$ cat src/rtl/pcie_tl_pkg.sv
// Shared types for the PCIe transaction-layer completion path: request payload,
// 3DW completion header layout and the helpers that build a TLP from a request.
package pcie_tl_pkg;

  localparam int unsigned DATA_WIDTH       = 256;
  localparam int unsigned TLP_HEADER_WIDTH = 128;
  localparam int unsigned DW_PER_BEAT      = DATA_WIDTH / 32;

  localparam logic [2:0] FMT_3DW_ND = 3'b000;
  localparam logic [2:0] FMT_3DW_D  = 3'b010;
  localparam logic [4:0] TYPE_CPL   = 5'b01010;

  typedef enum logic [2:0] {
    CPL_SC = 3'b000,
    CPL_UR = 3'b001,
    CPL_CA = 3'b100
  } cpl_status_e;

  typedef struct packed {
    cpl_status_e            status;
    logic [15:0]            requester_id;
    logic [9:0]             tag;
    logic [2:0]             tc;
    logic [2:0]             attr;
    logic [6:0]             lower_addr;
    logic [11:0]            byte_count;
    logic [3:0]             len_dw;
    logic [DATA_WIDTH-1:0]  data;
  } cpl_req_t;

  typedef struct packed {
    logic [2:0]  fmt;
    logic [4:0]  typ;
    logic [2:0]  tc;
    logic        ln;
    logic        th;
    logic        attr2;
    logic [1:0]  at;
    logic [1:0]  attr10;
    logic        td;
    logic        ep;
    logic [9:0]  length;
    logic [15:0] requester_id;
    logic [9:0]  tag;
    logic [2:0]  status;
    logic        bcm;
    logic [11:0] byte_count;
    logic [15:0] completer_id;
    logic [6:0]  lower_addr;
    logic [32:0] rsvd;
  } tlp_cpl_hdr_t;

  // Cpl carries no data and reports length 0; CplD reports the payload DW count.
  function automatic tlp_cpl_hdr_t fmt_cpl_hdr(cpl_req_t r, logic [15:0] cid);
    tlp_cpl_hdr_t h;
    logic         has_data;
    has_data       = (r.status == CPL_SC);
    h              = '0;
    h.fmt          = has_data ? FMT_3DW_D : FMT_3DW_ND;
    h.typ          = TYPE_CPL;
    h.tc           = r.tc;
    h.attr2        = r.attr[2];
    h.attr10       = r.attr[1:0];
    h.length       = has_data ? 10'(r.len_dw) : 10'd0;
    h.requester_id = r.requester_id;
    h.tag          = r.tag;
    h.status       = 3'(r.status);
    h.byte_count   = r.byte_count;
    h.completer_id = cid;
    h.lower_addr   = r.lower_addr;
    return h;
  endfunction

  // Zero every DW at or beyond the payload length; no payload at all for UR/CA.
  function automatic logic [DATA_WIDTH-1:0] cpl_payload(cpl_req_t r);
    logic [DATA_WIDTH-1:0] d;
    d = '0;
    if (r.status == CPL_SC) begin
      for (int unsigned i = 0; i < DW_PER_BEAT; i++) begin
        if (4'(i) < r.len_dw) d[i*32 +: 32] = r.data[i*32 +: 32];
      end
    end
    return d;
  endfunction

endpackage

$ cat src/rtl/pcie_tl_cpl_tx_if.sv
// Completion request stream (app -> TL) and single-beat TLP stream (TL -> DLL).
interface pcie_tl_cpl_tx_if;
  import pcie_tl_pkg::*;

  logic                        cpl_valid;
  logic                        cpl_ready;
  logic [2:0]                  cpl_status;
  logic [15:0]                 cpl_requester_id;
  logic [9:0]                  cpl_tag;
  logic [2:0]                  cpl_tc;
  logic [2:0]                  cpl_attr;
  logic [6:0]                  cpl_lower_addr;
  logic [11:0]                 cpl_byte_count;
  logic [3:0]                  cpl_len_dw;
  logic [DATA_WIDTH-1:0]       cpl_data;

  logic                        tx_valid;
  logic                        tx_ready;
  logic [TLP_HEADER_WIDTH-1:0] tx_header;
  logic [DATA_WIDTH-1:0]       tx_data;
  logic                        tx_sop;
  logic                        tx_eop;

  modport master (
    output cpl_valid, cpl_status, cpl_requester_id, cpl_tag, cpl_tc, cpl_attr,
           cpl_lower_addr, cpl_byte_count, cpl_len_dw, cpl_data, tx_ready,
    input  cpl_ready, tx_valid, tx_header, tx_data, tx_sop, tx_eop
  );

  modport slave (
    input  cpl_valid, cpl_status, cpl_requester_id, cpl_tag, cpl_tc, cpl_attr,
           cpl_lower_addr, cpl_byte_count, cpl_len_dw, cpl_data, tx_ready,
    output cpl_ready, tx_valid, tx_header, tx_data, tx_sop, tx_eop
  );
endinterface

$ cat src/rtl/pcie_tl_sync_fifo.sv
// Synchronous FIFO with registered occupancy and registered empty/full flags.
module pcie_tl_sync_fifo #(
  parameter type         T     = logic,
  parameter int unsigned DEPTH = 4
) (
  input  logic                     clk,
  input  logic                     rst_n,
  input  logic                     push,
  input  T                         wdata,
  input  logic                     pop,
  output T                         head_c,
  output logic                     not_empty,
  output logic                     not_full,
  output logic [$clog2(DEPTH):0]   level
);
  localparam int unsigned AW = $clog2(DEPTH);
  localparam int unsigned LW = AW + 1;

  T              mem [DEPTH];
  logic [AW-1:0] wr_ptr;
  logic [AW-1:0] rd_ptr;
  logic          do_push;
  logic          do_pop;
  logic [LW-1:0] level_nxt;

  assign do_push = push && not_full;
  assign do_pop  = pop && not_empty;
  assign head_c  = mem[rd_ptr];

  always_comb begin
    level_nxt = level + LW'(do_push) - LW'(do_pop);
  end

  // Flags come from next-state level so they are clean registers; not_full is low in reset.
  always_ff @(posedge clk or negedge rst_n) begin
    if (!rst_n) begin
      wr_ptr    <= '0;
      rd_ptr    <= '0;
      level     <= '0;
      not_empty <= 1'b0;
      not_full  <= 1'b0;
    end else begin
      if (do_push) wr_ptr <= wr_ptr + AW'(1);
      if (do_pop)  rd_ptr <= rd_ptr + AW'(1);
      level     <= level_nxt;
      not_empty <= (level_nxt != '0);
      not_full  <= (level_nxt != LW'(DEPTH));
    end
  end

  always_ff @(posedge clk) begin
    if (do_push) mem[wr_ptr] <= wdata;
  end

endmodule

$ cat src/rtl/pcie_tl_cpl_tx.sv
// Completion TX path: validates and queues completion requests, formats Cpl/CplD
// headers and holds one TLP beat toward the DLL under tx_ready backpressure.
module pcie_tl_cpl_tx
  import pcie_tl_pkg::*;
#(
  parameter int unsigned FIFO_DEPTH = 4,
  parameter int unsigned CNT_WIDTH  = 16
) (
  input  logic                          clk,
  input  logic                          rst_n,
  input  logic [15:0]                   completer_id,
  pcie_tl_cpl_tx_if.slave               bus,
  output logic                          cpl_err,
  output logic [$clog2(FIFO_DEPTH):0]   fifo_level,
  output logic [CNT_WIDTH-1:0]          sent_cnt
);

  cpl_req_t req_c;
  cpl_req_t head_c;
  logic     req_ok_c;
  logic     push_c;
  logic     pop_c;
  logic     q_not_empty;
  logic     q_not_full;

  always_comb begin
    req_c.status       = cpl_status_e'(bus.cpl_status);
    req_c.requester_id = bus.cpl_requester_id;
    req_c.tag          = bus.cpl_tag;
    req_c.tc           = bus.cpl_tc;
    req_c.attr         = bus.cpl_attr;
    req_c.lower_addr   = bus.cpl_lower_addr;
    req_c.byte_count   = bus.cpl_byte_count;
    req_c.len_dw       = bus.cpl_len_dw;
    req_c.data         = bus.cpl_data;
  end

  // SC needs 1..8 payload DWs; UR/CA ignore length; any other status is malformed.
  always_comb begin
    req_ok_c = 1'b0;
    case (bus.cpl_status)
      CPL_SC:         req_ok_c = (bus.cpl_len_dw != 4'd0) && (bus.cpl_len_dw <= 4'(DW_PER_BEAT));
      CPL_UR, CPL_CA: req_ok_c = 1'b1;
      default:        req_ok_c = 1'b0;
    endcase
  end

  assign push_c        = bus.cpl_valid && q_not_full && req_ok_c;
  assign pop_c         = q_not_empty && (!bus.tx_valid || bus.tx_ready);
  assign bus.cpl_ready = q_not_full;

  pcie_tl_sync_fifo #(
    .T     (cpl_req_t),
    .DEPTH (FIFO_DEPTH)
  ) u_fifo (
    .clk       (clk),
    .rst_n     (rst_n),
    .push      (push_c),
    .wdata     (req_c),
    .pop       (pop_c),
    .head_c    (head_c),
    .not_empty (q_not_empty),
    .not_full  (q_not_full),
    .level     (fifo_level)
  );

  // Output beat register: refills from the queue head whenever it is empty or being taken.
  always_ff @(posedge clk or negedge rst_n) begin
    if (!rst_n) begin
      bus.tx_valid  <= 1'b0;
      bus.tx_sop    <= 1'b0;
      bus.tx_eop    <= 1'b0;
      bus.tx_header <= '0;
      bus.tx_data   <= '0;
      cpl_err       <= 1'b0;
      sent_cnt      <= '0;
    end else begin
      cpl_err <= bus.cpl_valid && q_not_full && !req_ok_c;
      if (bus.tx_valid && bus.tx_ready) sent_cnt <= sent_cnt + CNT_WIDTH'(1);
      if (pop_c) begin
        bus.tx_valid  <= 1'b1;
        bus.tx_sop    <= 1'b1;
        bus.tx_eop    <= 1'b1;
        bus.tx_header <= fmt_cpl_hdr(head_c, completer_id);
        bus.tx_data   <= cpl_payload(head_c);
      end else if (bus.tx_ready) begin
        bus.tx_valid  <= 1'b0;
        bus.tx_sop    <= 1'b0;
        bus.tx_eop    <= 1'b0;
      end
    end
  end

endmodule

$ cat src/flat_wrapper.sv
// flat-port wrapper written by rule: the top's interface ports become plain ports
module pcie_tl_cpl_tx_flat import pcie_tl_pkg::*;
#(
  parameter int unsigned FIFO_DEPTH = 4,
  parameter int unsigned CNT_WIDTH  = 16
)
  (clk, rst_n, completer_id, cpl_err, fifo_level, sent_cnt, bus_cpl_valid, bus_cpl_status, bus_cpl_requester_id, bus_cpl_tag, bus_cpl_tc, bus_cpl_attr, bus_cpl_lower_addr, bus_cpl_byte_count, bus_cpl_len_dw, bus_cpl_data, bus_tx_ready, bus_cpl_ready, bus_tx_valid, bus_tx_header, bus_tx_data, bus_tx_sop, bus_tx_eop);
  pcie_tl_cpl_tx_if bus_i ();
  input  logic clk;
  input  logic rst_n;
  input  logic [15:0] completer_id;
  output logic cpl_err;
  output logic [$clog2(FIFO_DEPTH):0] fifo_level;
  output logic [CNT_WIDTH-1:0] sent_cnt;
  input wire logic [$bits(bus_i.cpl_valid)-1:0] bus_cpl_valid;
  input wire logic [$bits(bus_i.cpl_status)-1:0] bus_cpl_status;
  input wire logic [$bits(bus_i.cpl_requester_id)-1:0] bus_cpl_requester_id;
  input wire logic [$bits(bus_i.cpl_tag)-1:0] bus_cpl_tag;
  input wire logic [$bits(bus_i.cpl_tc)-1:0] bus_cpl_tc;
  input wire logic [$bits(bus_i.cpl_attr)-1:0] bus_cpl_attr;
  input wire logic [$bits(bus_i.cpl_lower_addr)-1:0] bus_cpl_lower_addr;
  input wire logic [$bits(bus_i.cpl_byte_count)-1:0] bus_cpl_byte_count;
  input wire logic [$bits(bus_i.cpl_len_dw)-1:0] bus_cpl_len_dw;
  input wire logic [$bits(bus_i.cpl_data)-1:0] bus_cpl_data;
  input wire logic [$bits(bus_i.tx_ready)-1:0] bus_tx_ready;
  output wire logic [$bits(bus_i.cpl_ready)-1:0] bus_cpl_ready;
  output wire logic [$bits(bus_i.tx_valid)-1:0] bus_tx_valid;
  output wire logic [$bits(bus_i.tx_header)-1:0] bus_tx_header;
  output wire logic [$bits(bus_i.tx_data)-1:0] bus_tx_data;
  output wire logic [$bits(bus_i.tx_sop)-1:0] bus_tx_sop;
  output wire logic [$bits(bus_i.tx_eop)-1:0] bus_tx_eop;
  assign bus_i.cpl_valid = bus_cpl_valid;
  assign bus_i.cpl_status = bus_cpl_status;
  assign bus_i.cpl_requester_id = bus_cpl_requester_id;
  assign bus_i.cpl_tag = bus_cpl_tag;
  assign bus_i.cpl_tc = bus_cpl_tc;
  assign bus_i.cpl_attr = bus_cpl_attr;
  assign bus_i.cpl_lower_addr = bus_cpl_lower_addr;
  assign bus_i.cpl_byte_count = bus_cpl_byte_count;
  assign bus_i.cpl_len_dw = bus_cpl_len_dw;
  assign bus_i.cpl_data = bus_cpl_data;
  assign bus_i.tx_ready = bus_tx_ready;
  assign bus_cpl_ready = bus_i.cpl_ready;
  assign bus_tx_valid = bus_i.tx_valid;
  assign bus_tx_header = bus_i.tx_header;
  assign bus_tx_data = bus_i.tx_data;
  assign bus_tx_sop = bus_i.tx_sop;
  assign bus_tx_eop = bus_i.tx_eop;
  pcie_tl_cpl_tx #(.FIFO_DEPTH(FIFO_DEPTH), .CNT_WIDTH(CNT_WIDTH)) u_core (.clk(clk), .rst_n(rst_n), .completer_id(completer_id), .bus(bus_i), .cpl_err(cpl_err), .fifo_level(fifo_level), .sent_cnt(sent_cnt));
endmodule
$ cat config.mk
export PLATFORM = sky130hd
export DESIGN_NAME = pcie_tl_cpl_tx_flat
export DESIGN_NICKNAME = d
export VERILOG_FILES = /design/src/rtl/pcie_tl_pkg.sv /design/src/rtl/pcie_tl_cpl_tx_if.sv /design/src/rtl/pcie_tl_sync_fifo.sv /design/src/rtl/pcie_tl_cpl_tx.sv /design/src/flat_wrapper.sv
export SDC_FILE = /design/constraint.sdc
export NUM_CORES = 1
export LEC_CHECK = 0
export CAP_MARGIN = 20
export CORE_ASPECT_RATIO = 1.1
export CORE_MARGIN = 5
export CORE_UTILIZATION = 55
export CTS_BUF_LIST = sky130_fd_sc_hd__clkbuf_16
export CTS_CLUSTER_SIZE = 25
export DETAILED_ROUTE_END_ITERATION = 8
export PLACE_DENSITY = 0.82
export SLEW_MARGIN = 10
export SYNTH_ARGS = -nofsm -noshare
export SYNTH_HDL_FRONTEND = slang
export SYNTH_SLANG_ARGS = --single-unit
$ cat constraint.sdc
create_clock -name clk -period 11.1 [get_ports clk]
set_input_delay 2.22 -clock clk [delete_from_list [all_inputs] [get_ports clk]]
set_output_delay 2.22 -clock clk [all_outputs]
set_load 0.005 [all_outputs]
Yosys cells after proc, flatten, opt, wreduce, memory -nomap -nowiden
Memories as Yosys holds them, arrays and structs flattened.
Index checks and enable logic that the tools add are counted.
- bits in registers: 368
- RAM bits: 1256
- input bits: 334
- output and inout bits: 408
- logic and storage cells: 61
- memories kept: 1
- $add $sub $neg: 5
- magnitude comparators: 9
- equal/unequal tests: 3
- mux-type cells: 16
- reduce and logical (&&, ||, !) cells: 17
- memory list (memory ; depth ; width ; read ports ; clocked after memory_dff ; wr ports ; line ; RTL):
    u_core.u_fifo.mem ; 4 ; 314 ; 1 ; 0 ; 1 ; pcie_tl_sync_fifo.sv:19 ; T mem [DEPTH];
- operator list (cell ; count):
    256-bit 2-to-1 mux ; 1
    32-bit 2-to-1 mux ; 8
    16-bit by 1-bit adder with 16-bit output, second input constant ; 1
    3-bit by 4-bit < comparator with 1-bit output, first input constant ; 4
    1-bit logical AND ; 8
    1-bit by 4-bit < comparator with 1-bit output, first input constant ; 2
    2-bit by 4-bit < comparator with 1-bit output, first input constant ; 2
    3-bit logical NOT ; 2
    2-bit by 1-bit adder with 2-bit output, second input constant ; 2
    4-bit less-or-equal comparator, second input constant ; 1
    1-bit 2-to-1 mux ; 4
    4-bit 2-to-1 mux ; 1
    4-bit nonzero test ; 1
    3-bit by 1-bit adder with 3-bit output ; 1
    3-bit by 1-bit == test with 1-bit output, second input constant ; 1
    3-bit == test, second input constant ; 1
    3-bit != test, second input constant ; 1
    3-bit nonzero test ; 1
    3-bit by 1-bit subtractor with 3-bit output ; 1
    1-bit logical NOT ; 2
    2-bit 2-to-1 mux ; 1
    1-bit case mux with 2 select lines ; 1
    2-bit nonzero test ; 1
    2-bit OR reduction ; 1
    1-bit logical OR ; 1

Logic depth before layout (Yosys ltp)
Gate-level depths: netlist of run 1.
- depth in word-level cells: 8
- mapped depth: 11
- gate-level depth less buffers: 10

By module
From an unflattened synthesis of run 1, not the netlist that was laid out.
- cell total of the unflattened synthesis: 2687
- area, all modules: 58966.6 µm²
- by module, submodules not included (module ; times used ; cells each ; area each (µm²)):
    pcie_tl_sync_fifo ; 1 ; 1676 ; 45761.4
    pcie_tl_cpl_tx ; 1 ; 1011 ; 13205.2

Least setup slack after synthesis of run 1
OpenSTA, ideal clock, no wires.
- kind: input-to-reg
- start point: input bus_cpl_len_dw[1]
- end point: memory u_core.u_fifo.mem[0][0] in the netlist's numbering, enable pin
- setup time: 716 ps
- arrival: 10210 ps
- slack: 174 ps
- stages: 5
- path buffers: 1
- cell sequence: o31a_1 o21ai_0 and3b_1 clkbuf_1 and2_1
- longest elaborated chain between the ends: 7
- ends and longest elaborated chain (what ; line ; RTL):
    from (decl) ; flat_wrapper.sv:23 ; input wire logic [$bits(bus_i.cpl_len_dw)-1:0] bus_cpl_len_dw;
    4-bit less-or-equal comparator / 4-bit nonzero test (equally long branches) ; pcie_tl_cpl_tx.sv:42 ; CPL_SC: req_ok_c = (bus.cpl_len_dw != 4'd0) && (bus.cpl_len_dw <= 4'(DW_PER_BEAT));
    1-bit logical AND * ; pcie_tl_cpl_tx.sv:42 ;
    1-bit case mux with 2 select lines * ; pcie_tl_cpl_tx.sv:41 ; case (bus.cpl_status)
    1-bit logical AND * ; pcie_tl_cpl_tx.sv:48 ; assign push_c = bus.cpl_valid && q_not_full && req_ok_c;
    1-bit logical AND * ; pcie_tl_sync_fifo.sv:26 ; assign do_push = push && not_full;
    1-bit 2-to-1 mux * ; pcie_tl_sync_fifo.sv:52 ; if (do_push) mem[wr_ptr] <= wdata;
    1-bit 2-to-1 mux (implied by the code) * ; pcie_tl_sync_fifo.sv:52 ;
    to (decl) ; pcie_tl_sync_fifo.sv:19 ;
Every way passes the cells marked *; elsewhere a longest branch is shown, timed or not.

Worst setup path in the final report of run 1
- start point: input bus_cpl_len_dw[1]
- end point: memory u_core.u_fifo.mem[2][247] in the netlist's numbering, enable pin
The elaborated chain is that of the path after synthesis.

==> results.cfg, run 1 <==
[clocking]
cts_buffer_depth = 3
clkLatencyLatePin_ns = 0.76
numCtsBuffers = 156
h-tree-depth = 4
cts_root_buffer = clkbuf_16
postCtsSetupBuffers = 0
cts.clk_slew.worst_paths_ns = 0.06
cts_tree = yes
postCtsHoldBufs = 0
cts_sinks = 1615
cts.repair.resized = 0

[finish]
layout_common_cells = edfxtp_1 (1256), clkdlybuf4s50_1 (689), dfrtp_1 (357)
layout_commonest_cell = edfxtp_1
post-route-util_pct = 68.13
fin_nets = 3839
area_delta_synth_final_pct = 22.55
drive_above_1_share_pct = 15.82
layout.cells.non_filler = 5077

[synth]
netlist_area_um2 = 58870
synthXorXnorAreaFrac_pct = 0.2976
yosys.area_share.simple_pct = 1.951
synth-compound-area-share_pct = 4.077
synth-main-ff-cell = edfxtp_1
yosysUniqueCellTypes = 40
synth_seq_cells = 1615
synth-edff-count = 1256
synthAdderAreaFrac_pct = 0.1828
synth_warnings = 0
synthCells = 2770
seq_area_frac_synth_pct = 79.33
async_flop_share_pct = 22.23
synth_mux_area_share_pct = 12.05
avgSynthCellArea_um2 = 21.25
synth_top_family_by_area = multiplexers

[global_routing]
gr-total-overflow = 0
grt_pass1_vias = 32370
grt_pass1_wl_um = 213600
grt_usage_pct = 25.25
antenna_found_initial = 55
grt_start_max_net_pins = 157

[worst_setup_path]
crit-reg2reg-launch = u_core.u_fifo.rd_ptr[1]$_DFFE_PN0P_
r2r_end = u_core.bus.tx_data[57]$_DFFE_PN0P_
r2r_setup_slack_ns = 6.23
path_max_fanout = 72
cpPeakStageDelay_ns = 0.96
critical_path_class = in -> reg
crit_top_cell = buf_4
crit_family = buffers and inverters
cp_cell_sequence = clkdlybuf4s50_1 -> o31a_1 -> o21ai_0 -> and3b_1 -> and2_4 -> buf_4 -> buf_4
worstRegToRegCells = 6
cp.required_ns = 11.47
crit_arrival_ns = 5.83
cp.depth = 7
crit_slowest_cell = buf_4
start_kind = input port
cp-end-kind = flop
path_buf_inv = 3

[detailed_routing]
first_iter_violations = 2916
ant_nets = 0
post-route-drc-count = 0
drt_first_pass_iters = 7
wl_um = 145300
vias = 30560
vias_per_cell = 6.019
routedWlPerCell_um = 28.61

[floorplanning]
core-area_um2 = 105900
start_util_pct = 55.60
boundaryPins = 742
die-area_um2 = 113700
dieWidth_um = 321.9
rows = 125
die_h_um = 353.1

[sta]
rsz0062_at_grt = no
worst_slew_pin_slew_ns = 1.162
finalSetupViolCount = 0
finClkSkew_ns = 0.04109
holdWs_ns = 0.4725
tns_ns = 0
hold_viol_final = 0
finalCriticalPeriod_ns = 5.459
fmax_mhz = 183.2
timing.final.crit_share_pct = 49.18
slew_headroom_pct = 22.53
drv_slew = 0

[min_path]
hold_path.class = reg -> reg
hp-start = u_core.bus.tx_header[69]$_DFFE_PN0P_
holdPathEnd = u_core.bus.tx_header[69]$_DFFE_PN0P_
whs_path_depth = 2

[placed_design]
dp_hpwl_um = 84170
port_buffers = 690
placed_cells = 4734
gp_congestion = 0.7921

[flow_run]
cap_violations = 0

[power]
peakVddDrop_mv = 0.1717
powerDensity_nw_per_um2 = 233.9
cellLeakagePower_nw = 25.50

[status]
status = completed
## tightest hold or removal path, cell delays in order (launching register included)
cell	delay (ns)
dfrtp_1	0.34
nand2_1	0.05
nand2_1	0.05
## worst max-delay path by stage
stage               slack, ns         startpoint                             endpoint
floorplan                0.17  bus_cpl_len_dw[1]    u_core.u_fifo.mem[0][0]$_DFFE_PP_
global placement         4.85  bus_cpl_len_dw[1]  u_core.u_fifo.mem[2][224]$_DFFE_PP_
detailed placement       4.88  bus_cpl_len_dw[1]  u_core.u_fifo.mem[2][224]$_DFFE_PP_
CTS                      5.68  bus_cpl_len_dw[1]  u_core.u_fifo.mem[2][247]$_DFFE_PP_
global route             5.53  bus_cpl_len_dw[1]  u_core.u_fifo.mem[2][247]$_DFFE_PP_
finish                   5.64  bus_cpl_len_dw[1]  u_core.u_fifo.mem[2][247]$_DFFE_PP_
## registers in the layout (all words and copies together) (netlist names), 2 cells and up
register / flops
u_core.u_fifo.mem: 1256
u_core.bus.tx_data: 256
u_core.bus.tx_header: 76
u_core.sent_cnt: 16
u_core.u_fifo.level: 3
u_core.u_fifo.rd_ptr: 2
u_core.u_fifo.wr_ptr: 2
## per-layer routing
| metal | track usage [%] | up-vias | wire length, um |
|---|---|---|---|
| met5 | 0 | - | 77 |
| met4 | 12.09 | 12 | 6648 |
| met3 | 5.968 | 304 | 11650 |
| met2 | 41.64 | 1581 | 75450 |
| met1 | 32.03 | 16040 | 51430 |
| li1 | - | 12630 | - |
## cell families after synthesis
group	count (synthesis)
compound gates	271
xor+xnor	20
fa+ha+maj	8
buf+inv	251
flops	1615
mux	316
other cells	1
simple gates	288
## metrics by stage
| stage | cell area [um2] | power [mW] | setup WS [ns] |
|---|---|---|---|
| floorplan | 59050 | 10.15 | 0.1743 |
| global placement | 67040 | 11.77 | 4.851 |
| detailed placement | 67040 | 11.88 | 4.885 |
| CTS | 71960 | 17.00 | 5.680 |
| global route | 72130 | 17.58 | 5.531 |
| finish | 72140 | 16.87 | 5.641 |
## area by class of cell
class                           count  area (um2)
Sequential cell                  1615       46710
Fill cell                        6347       33740
Multi-Input combinational cell    954       11140
Timing Repair Buffer              729        7345
Clock buffer                      161        4029
Tap cell                         1397        1748
Clock inverter                    128       889.6
Inverter                           41       153.9
Antenna cell                       52       130.1
## Yosys cell counts, types with 2 or more instances
cell	number	area, um2
a22o_1	99	867.1
xnor2_1	13	113.9
a21o_1	3	22.52
o21ai_0	33	165.2
nor4_1	2	12.51
nor2_1	7	26.28
a32o_1	128	1281
and2_1	5	31.28
dfrtp_1	359	8984
a21oi_1	2	10.01
buf_6	5	56.30
xor2_1	7	61.31
nand2_1	252	945.9
buf_1	21	78.83
and3_1	4	25.02
nand3_1	5	25.02
clkbuf_1	104	390.4
nand4_1	4	25.02
mux2_2	2	22.52
nand2b_1	3	18.77
edfxtp_1	1256	37720
nor3_1	2	10.01
buf_2	17	85.08
mux4_2	314	7072
ha_1	7	87.58
buf_4	63	473.0
inv_1	40	150.1
## where the power goes
group	switching [mW]	total (mW)	internal [mW]
Clock	2.22	5.07	2.85
Sequential	0.482	7.75	7.27
Combinational	1.94	4.05	2.11
Note: power is estimated with default switching activity, not from simulation.
==> inputs of run 2 (changes only) <==
==> constraint.sdc (replaced) <==
create_clock -name clk -period 5.1 [get_ports clk]
set_input_delay 1.02 -clock clk [delete_from_list [all_inputs] [get_ports clk]]
set_output_delay 1.02 -clock clk [all_outputs]
set_load 0.005 [all_outputs]
==> results.cfg, run 2 (same netlist as run 1, synthesis figures left out) <==
[status]
status = completed

[global_routing]
gr-total-overflow = 0
grt_pass1_vias = 32000
use_met2_pct = 41.86
grt_pass1_wl_um = 213800
grt_usage_pct = 25.35
antenna_found_initial = 40
gr-max-usage-layer = met2
grt_start_max_net_pins = 163
globalRouteMet3Util_pct = 6.129
grtUsageMet1_pct = 32.83

[power]
peakVddDrop_mv = 0.4397
cellLeakagePower_nw = 25.65
powerDensity_nw_per_um2 = 510.8
power_mw = 37.05

[clocking]
postCtsHoldBufs = 0
cts_sinks = 1615
cts.repair.resized = 0
cts_buffer_depth = 3
clkLatencyLatePin_ns = 0.76
numCtsBuffers = 157
cts.clk_slew.worst_paths_ns = 0.06
postCtsSetupBuffers = 0
cts_tree = yes
h-tree-depth = 4
cts_root_buffer = clkbuf_16

[detailed_routing]
drt_first_pass_iters = 5
vias = 30440
ant_nets = 0
wl_um = 145300
first_iter_violations = 2572
vias_per_cell = 5.990
post-route-drc-count = 0
routedWlPerCell_um = 28.59

[sta]
timing.final.crit_share_pct = 67.32
fmax_mhz = 291.3
finalSetupViolCount = 0
holdWs_ns = 0.3158
slew_headroom_pct = 24.23
hold_viol_final = 0
finalCriticalPeriod_ns = 3.433
rsz0062_at_grt = no
drv_slew = 0
finClkSkew_ns = 0.02586
worst_slew_pin_slew_ns = 1.136
tns_ns = 0

[placed_design]
placed_cells = 4751
dp_hpwl_um = 86650
gp_congestion = 0.8020
port_buffers = 690

[worst_setup_path]
cpPeakStageDelay_ns = 0.95
cp_cell_sequence = mux4_2 -> nor2_1 -> and2_4 -> buf_12 -> a32o_1
start_kind = flop
cp.required_ns = 5.77
crit_arrival_ns = 4.11
cp-end-kind = flop
path_max_fanout = 45
crit_slowest_cell = dfrtp_4
critical_path_class = reg -> reg

[finish]
fillers = 6307
regArea_um2 = 46710
layout_common_cells = edfxtp_1 (1256), clkdlybuf4s50_1 (689), dfrtp_1 (357)
drive_above_1_share_pct = 16.69
reg_top3 = u_core.u_fifo.mem (1256), u_core.bus.tx_data (256), u_core.bus.tx_header (76)
largest_register_ffs = 1256
layout_commonest_cell = edfxtp_1
area_delta_synth_final_pct = 23.20
fin_nets = 3855
layout.cells.non_filler = 5081
multiInputGateArea_um2 = 11140
regMostFlops = u_core.u_fifo.mem

[floorplanning]
die_h_um = 353.1
start_util_pct = 55.60
dieWidth_um = 321.9
rows = 125
die-area_um2 = 113700
boundaryPins = 742
core-area_um2 = 105900

[min_path]
hold_path.class = in -> async

[flow_run]
cap_violations = 0
## run 2: power by group
group | internal (mW) | leakage [nW] | total, mW | switching (mW)
sequential | 15.8 | 16.2 | 16.8 | 1.03
combinational | 4.64 | 6.87 | 8.89 | 4.26
clock | 6.41 | 2.62 | 11.3 | 4.91
total | 26.8 | 25.6 | 37.0 | 10.2
## run 2: through the flow
| step | utilization [%] | worst slack, ns | instance area (um2) |
|---|---|---|---|
| after detailed placement | 63.61 | 0.9039 | 67350 |
| after global placement | 63.61 | 0.9105 | 67350 |
| final | 68.50 | 1.667 | 72530 |
| after CTS | 68.41 | 1.612 | 72440 |
| after floorplan | - | -1.083 | 59060 |
| after global routing | 68.49 | 1.485 | 72520 |
## run 2: area by class of cell
class | count | area share, %
multi-input cells | 954 | 15.36
flip-flops and latches | 1615 | 64.40
inverters | 41 | 0.2122
clock inverters | 133 | 1.422
well taps | 1397 | 2.410
clock buffers | 162 | 5.590
repair buffers | 744 | 10.49
diodes | 35 | 0.1208
## run 2: layer usage
metal	up-vias	wire length, um
li1	12640	-
met4	14	5250
met1	16000	52420
met5	-	92
met2	1511	75610
met3	269	11910
## run 2: path summary, 6_finish.rpt
| check | start | endpoint | slack (ns) | depth (start not counted) |
|---|---|---|---|---|
| max reg2reg | u_core.u_fifo.rd_ptr[0]$_DFFE_PN0P_ | u_core.bus.tx_data[77]$_DFFE_PN0P_ | 1.67 | 5 |
| min reg2reg | u_core.bus.tx_header[60]$_DFFE_PN0P_ | u_core.bus.tx_header[60]$_DFFE_PN0P_ | 0.47 | 2 |
| min | rst_n | u_core.bus.tx_data[15]$_DFFE_PN0P_ | 0.32 | 1 |
| max in group asynchronous | rst_n | u_core.bus.tx_data[120]$_DFFE_PN0P_ | 3.69 | 2 |
| min in group clk | u_core.bus.tx_header[60]$_DFFE_PN0P_ | u_core.bus.tx_header[60]$_DFFE_PN0P_ | 0.47 | 2 |
| max | u_core.u_fifo.rd_ptr[0]$_DFFE_PN0P_ | u_core.bus.tx_data[77]$_DFFE_PN0P_ | 1.67 | 5 |
## run 2: critical path, delay by kind of cell, from the launching register on
family          cells  cell delay (ns)
simple gates        2             1.10
flops               1             0.95
mux                 1             0.67
buf+inv             1             0.35
compound gates      1             0.26
